==> src/rtl/collision_scanner.sv <==
// Per-frame bullet table scanner feeding the box-overlap checker.
// Accumulates hit results and drives damage/invulnerability signalling.
module collision_scanner #(
   parameter int unsigned NUM_BULLETS  = 16,
   parameter int unsigned IDX_W        = 4,
   parameter int unsigned INVULN_SCANS = 30
) (
   input  logic             clk,
   input  logic             reset,
   input  logic             start,
   input  logic [7:0]       px,
   input  logic [7:0]       py,
   input  logic [7:0]       lpx,
   input  logic [7:0]       lpy,
   output logic [IDX_W-1:0] rd_idx,
   input  logic             rd_valid,
   input  logic [7:0]       rd_bx,
   input  logic [7:0]       rd_by,
   input  logic [7:0]       rd_lbx,
   input  logic [7:0]       rd_lby,
   output logic [7:0]       chk_px,
   output logic [7:0]       chk_py,
   output logic [7:0]       chk_lpx,
   output logic [7:0]       chk_lpy,
   output logic [7:0]       chk_bx,
   output logic [7:0]       chk_by,
   output logic [7:0]       chk_lbx,
   output logic [7:0]       chk_lby,
   input  logic             check,
   output logic             busy,
   output logic             done,
   output logic             hit_any,
   output logic [IDX_W-1:0] hit_idx,
   output logic [IDX_W:0]   hit_count,
   output logic             damage,
   output logic             invuln
);

   typedef enum logic [1:0] {StIdle, StScan, StDrain, StDone} state_t;

   localparam logic [IDX_W-1:0] LastIdx = IDX_W'(NUM_BULLETS - 1);

   state_t           state_q, state_d;
   logic             drain_q;
   logic             s0_vld_q;
   logic [IDX_W-1:0] s0_idx_q;
   logic             s1_vld_q;
   logic             s1_ent_q;
   logic [IDX_W-1:0] s1_idx_q;
   logic [7:0]       inv_cnt_q;
   logic             hit_take;

   always_comb begin
      state_d = state_q;
      unique case (state_q)
         StIdle:  if (start) state_d = StScan;
         StScan:  if (rd_idx == LastIdx) state_d = StDrain;
         StDrain: if (drain_q) state_d = StDone;
         StDone:  state_d = StIdle;
         default: state_d = StIdle;
      endcase
   end

   // Stage 1 holds the bullet currently presented to the checker
   assign hit_take = s1_vld_q && s1_ent_q && check;

   always_ff @(posedge clk) begin
      if (reset) begin
         state_q   <= StIdle;
         drain_q   <= 1'b0;
         rd_idx    <= '0;
         s0_vld_q  <= 1'b0;
         s0_idx_q  <= '0;
         s1_vld_q  <= 1'b0;
         s1_ent_q  <= 1'b0;
         s1_idx_q  <= '0;
         chk_px    <= '0;
         chk_py    <= '0;
         chk_lpx   <= '0;
         chk_lpy   <= '0;
         chk_bx    <= '0;
         chk_by    <= '0;
         chk_lbx   <= '0;
         chk_lby   <= '0;
         hit_any   <= 1'b0;
         hit_idx   <= '0;
         hit_count <= '0;
         inv_cnt_q <= '0;
      end else begin
         state_q  <= state_d;
         drain_q  <= (state_q == StDrain) ? ~drain_q : 1'b0;
         s0_vld_q <= (state_q == StScan);
         s0_idx_q <= rd_idx;
         s1_vld_q <= s0_vld_q;
         if (s0_vld_q) begin
            s1_ent_q <= rd_valid;
            s1_idx_q <= s0_idx_q;
            chk_bx   <= rd_bx;
            chk_by   <= rd_by;
            chk_lbx  <= rd_lbx;
            chk_lby  <= rd_lby;
         end

         if (state_q == StIdle && start) begin
            chk_px    <= px;
            chk_py    <= py;
            chk_lpx   <= lpx;
            chk_lpy   <= lpy;
            hit_any   <= 1'b0;
            hit_idx   <= '0;
            hit_count <= '0;
            rd_idx    <= '0;
         end else begin
            if (state_q == StScan && rd_idx != LastIdx) begin
               rd_idx <= rd_idx + IDX_W'(1);
            end
            if (hit_take) begin
               hit_count <= hit_count + (IDX_W+1)'(1);
               if (!hit_any) begin
                  hit_any <= 1'b1;
                  hit_idx <= s1_idx_q;
               end
            end
         end

         if (state_q == StDone) begin
            if (inv_cnt_q != 8'd0) begin
               inv_cnt_q <= inv_cnt_q - 8'd1;
            end else if (hit_any) begin
               inv_cnt_q <= 8'(INVULN_SCANS);
            end
         end
      end
   end

   assign busy   = (state_q == StScan) || (state_q == StDrain);
   assign done   = (state_q == StDone);
   assign damage = done && (inv_cnt_q == 8'd0) && hit_any;
   assign invuln = (inv_cnt_q != 8'd0);

endmodule
==> config.mk <==
export PLATFORM = sky130hd
export DESIGN_NAME = collision_scanner
export DESIGN_NICKNAME = d
export VERILOG_FILES = /design/src/rtl/collision_scanner.sv
export SDC_FILE = /design/constraint.sdc
export NUM_CORES = 1
export LEC_CHECK = 0
export CAP_MARGIN = 20
export CORE_MARGIN = 4
export CORE_UTILIZATION = 39
export CTS_CLUSTER_DIAMETER = 200
export DETAILED_ROUTE_END_ITERATION = 12
export PLACE_DENSITY = 0.77
export SLEW_MARGIN = 15
export SYNTH_ARGS = -nofsm -noshare
export SYNTH_HDL_FRONTEND = slang
export SYNTH_SLANG_ARGS = --single-unit
==> constraint.sdc <==
create_clock -name clk -period 1.6 [get_ports clk]
set_clock_uncertainty 0.15 [all_clocks]
set_input_delay 0.32 -clock clk [delete_from_list [all_inputs] [get_ports clk]]
set_output_delay 0.32 -clock clk [all_outputs]
set_load 0.005 [all_outputs]
==> summary.txt <==
Status
  • Status: finished, violations left
  • Failing checks: setup timing

Global route
  • Largest net degree at the start of global routing: 34
  • Initial antenna violation count: 0
  • Total gr overflow: 0
  • Tot GR Track Use: 0.176
  • Vias in the first global route: around 3.5k
  • First-pass GRT wire length: between 15000 and 20000 um

Yosys
  • Synth Register Bits: 100
  • Post-synthesis cell type count: 32
  • Synthesized area per cell: roughly 9.2 sq um
  • Top cell type's share of synthesized area: 0.543
  • Largest cells by area after synthesis: dfxtp_1, mux2i_1, nand2_1
  • Synth area leader: dfxtp_1
  • Sequential area share after synthesis: 0.543
  • Post-synthesis cell count: roughly 400
  • Post-Syn Area: 0.00368 sq mm
  • Yosys warnings: 0
  • Syn_nets: 477

Timing
  • Slew margin rel.: 0.776
  • Final Hold Fails: 0
  • Fmax: ~490 MHz
  • Unrepaired setup endpoints after global routing: true
  • Period utilization: 1.28
  • Measured slew at the worst slew-check pin: approximately 0.33 ns
  • Final worst setup slack: -0.440 ns
  • Post-layout min period: approximately 2.0 ns
  • Max Slew Vio Count: 0
  • Hold_ws: about 0.076 ns
  • Final setup fails: 10

Worst setup path
  • CP Capture Type: output pin
  • R2R Setup Slk: -0.29 ns
  • Critical Path AT: between 1.5 and 2 ns
  • Startpoint types: register
  • Delay-heaviest family, CP: simple AND/OR/NAND/NOR gates
  • Worst Setup SP: inv_cnt_q[6]
  • Setup crit end: damage
  • Cells on worst reg2reg path: 8
  • Class of the most critical setup path: register to output pin
  • CP Max Fanout: 2
  • Max incr delay on CP: ~0.35 ns
  • WP depth: 5
  • CP max stage cell: dfxtp_2
  • Start of the worst register-to-register path: inv_cnt_q[6]
  • RR Endpoint: inv_cnt_q[0]
  • CP Buf/Inv Count: 2
  • CP Cell Sequence: nor4_4 > nand3_2 > buf_4 > nor3_2 > buf_2
  • WP data required: about 1.1 ns

Pwr
  • Static Leakage: approximately 2.7 nW
  • PwrDens: around 1100 mW/mm^2
  • Tot Pwr: 6.68 mW
  • Worst VDD drop: between 0.7 and 0.8 mV

Final layout
  • Non-filler cells, final: around 700
  • Diode count: 0
  • Utilization after layout: 0.659
  • Layout fillers: ~760
  • Synth-to-layout area growth: 64.4%
  • Share of layout cells above drive strength 1: 0.254
  • Nets@finish: 669

Place
  • Placed Cells: about 680
  • Port Buf Inserts: 150
  • Setup WS pre-CTS: -0.363 ns
  • Routability Congestion: 0.821
  • Dpl hpwl: approximately 7000 um

Run
  • Maxcap violations: 0

CTS
  • CTS sink count: 100
  • Clk slew on worst S/H paths: between 0.1 and 0.15 ns
  • CTS H-tree lvls: 3
  • Hold Buf Count CTS: 0
  • Clock root cell: clkbuf_8
  • Clock Path Buffers: 2
  • Inserted Clock Buffers: 9
  • CTS tree: built
  • Worst-skew pair later-pin latency: around 0.36 ns

Detailed routing
  • Avg WL per Cell: approximately 14 um
  • Vias per inst: 4.82
  • Drt initial violations: around 110
  • DR vias: 3415
  • DRT Pass-1 Iters: 4
  • Uppermost layer routed: met4
  • Metal3 WL: 802 um
  • Drc violations: 0
  • Final wirelength: between 9000 and 10000 um
  • Number of nets still failing antenna checks after routing: 0
  • Met1 WL: between 4000 and 5000 um
  • WL met2: between 4000 and 5000 um

Floorplanning
  • Core ar.: 0.00920 sq mm
  • Ports: around 150
  • # rows: 35
  • DIE AREA: between 0.01 and 0.015 sq mm
  • Die width: between 100 and 150 um
  • Initial Utilization: 0.401
  • Die height: between 100 and 150 um

Min path
  • Origin of the worst min-delay path: reset
  • Worst hold path class: input pin to register
[cells in the mapped netlist (all sizes together)]
cell type,instances
xor2,5
a31oi,2
dfxtp,100
o31ai,1
buf,4
ha,7
nand2b,3
nand3b,1
nor3b,2
xnor2,3
clkbuf,18
a211oi,2
a21oi,38
nand4,2
a41oi,1
o2111ai,2
o211a,1
and3,2
and2,3
mux2i,43
nand2,73
nor2,56
a222oi,1
inv,9
nor4,1
or4,1
nor3,5
o211ai,1
nor2b,6
and4b,1
nand3,7
[routing by layer]
metal | track usage | vias to the layer above
met1 | 0.198 | 1566
met2 | 0.301 | 119
met5 | 0 | -
met3 | 0.0642 | 18
li1 | - | 1712
met4 | 0.0656 | 0
[registers in the layout, indices dropped and copies added (netlist names), 2 cells and up]
| register | count |
|---|---|
| chk_bx | 8 |
| chk_by | 8 |
| chk_lbx | 8 |
| chk_lby | 8 |
| chk_lpx | 8 |
| chk_lpy | 8 |
| chk_px | 8 |
| chk_py | 8 |
| hit_count | 5 |
| hit_idx | 4 |
| inv_cnt_q | 8 |
| rd_idx | 4 |
| s0_idx_q | 4 |
| s1_idx_q | 4 |
| state_q | 2 |
[worst min-delay path by stage]
| stage | endpoint | slack, ns | cells past startpoint |
|---|---|---|---|
| 2_1_floorplan | drain_q | 0.25 | 1 |
| 3_3_place_gp | drain_q | 0.26 | 1 |
| 3_5_place_dp | drain_q | 0.26 | 1 |
| 4_1_cts | chk_px[4] | 0.07 | 2 |
| 5_1_grt | chk_px[4] | 0.07 | 2 |
| 6_report | chk_px[4] | 0.08 | 2 |
[repair_timing]
item / 4_1_cts / 5_1_grt
gates resized for setup: 165 / 29
gates cloned: 0 / 0
pin swaps: 11 / 14
endpoints found under the hold margin: 0 / 0
endpoints found under the setup margin: 90 / 21
setup buffers: 15 / 2
[cell families (layout without fill, tap and decap cells)]
| kind of cell | count (synthesis) | in the layout | synth area share |
|---|---|---|---|
| adder cells (fa/ha/maj) | 7 | 7 | 0.0238 |
| AND/OR/NAND/NOR | 163 | 163 | 0.189 |
| AO/OA/AOI/OAI | 49 | 49 | 0.0757 |
| flip-flops | 100 | 100 | 0.543 |
| XOR/XNOR | 8 | 8 | 0.0190 |
| multiplexers | 43 | 43 | 0.117 |
| buffers and inverters | 31 | 228 | 0.0326 |
[placed cells by master (no fill, tap or decap), types with 4 or more instances in the layout]
cell type and instances:
clkbuf_8 10, a21oi_1 38, buf_12 5, dlygate4sd2_1 75
buf_4 41, mux2i_1 43, dfxtp_2 50, xor2_1 5
nor2_1 55, clkdlybuf4s50_1 67, ha_4 4, nand2_1 71
nor2b_1 6, inv_1 5, buf_6 10, dfxtp_1 47
nand3_1 6
[final cells by class]
| cell class | count | area [sq um] | share of cell area |
|---|---|---|---|
| repair buffers | 203 | 1890 | 0.312 |
| well taps | 111 | 139 | 0.0229 |
| flip-flops and latches | 100 | 2080 | 0.343 |
| multi-input cells | 270 | 1720 | 0.285 |
| clock buffers | 10 | 138 | 0.0227 |
| inverters | 9 | 38.8 | 0.00640 |
| clock inverters | 6 | 53.8 | 0.00888 |
[through the flow]
step	instance area [sq um]	TNS (ns)
3_3_place_gp	5580	-2.49
2_1_floorplan	3690	0
3_5_place_dp	5580	-3.13
5_1_grt	6060	-3.10
4_1_cts	5950	-1.96
6_report	6060	-2.24
[power breakdown]
group / switching (mW) / internal [mW] / total (mW)
logic: 0.962 / 1.15 / 2.11
registers: 0.182 / 2.83 / 3.01
clock network: 0.924 / 0.636 / 1.56
total: 2.07 / 4.62 / 6.68
Power figures use the tool's default switching activity.
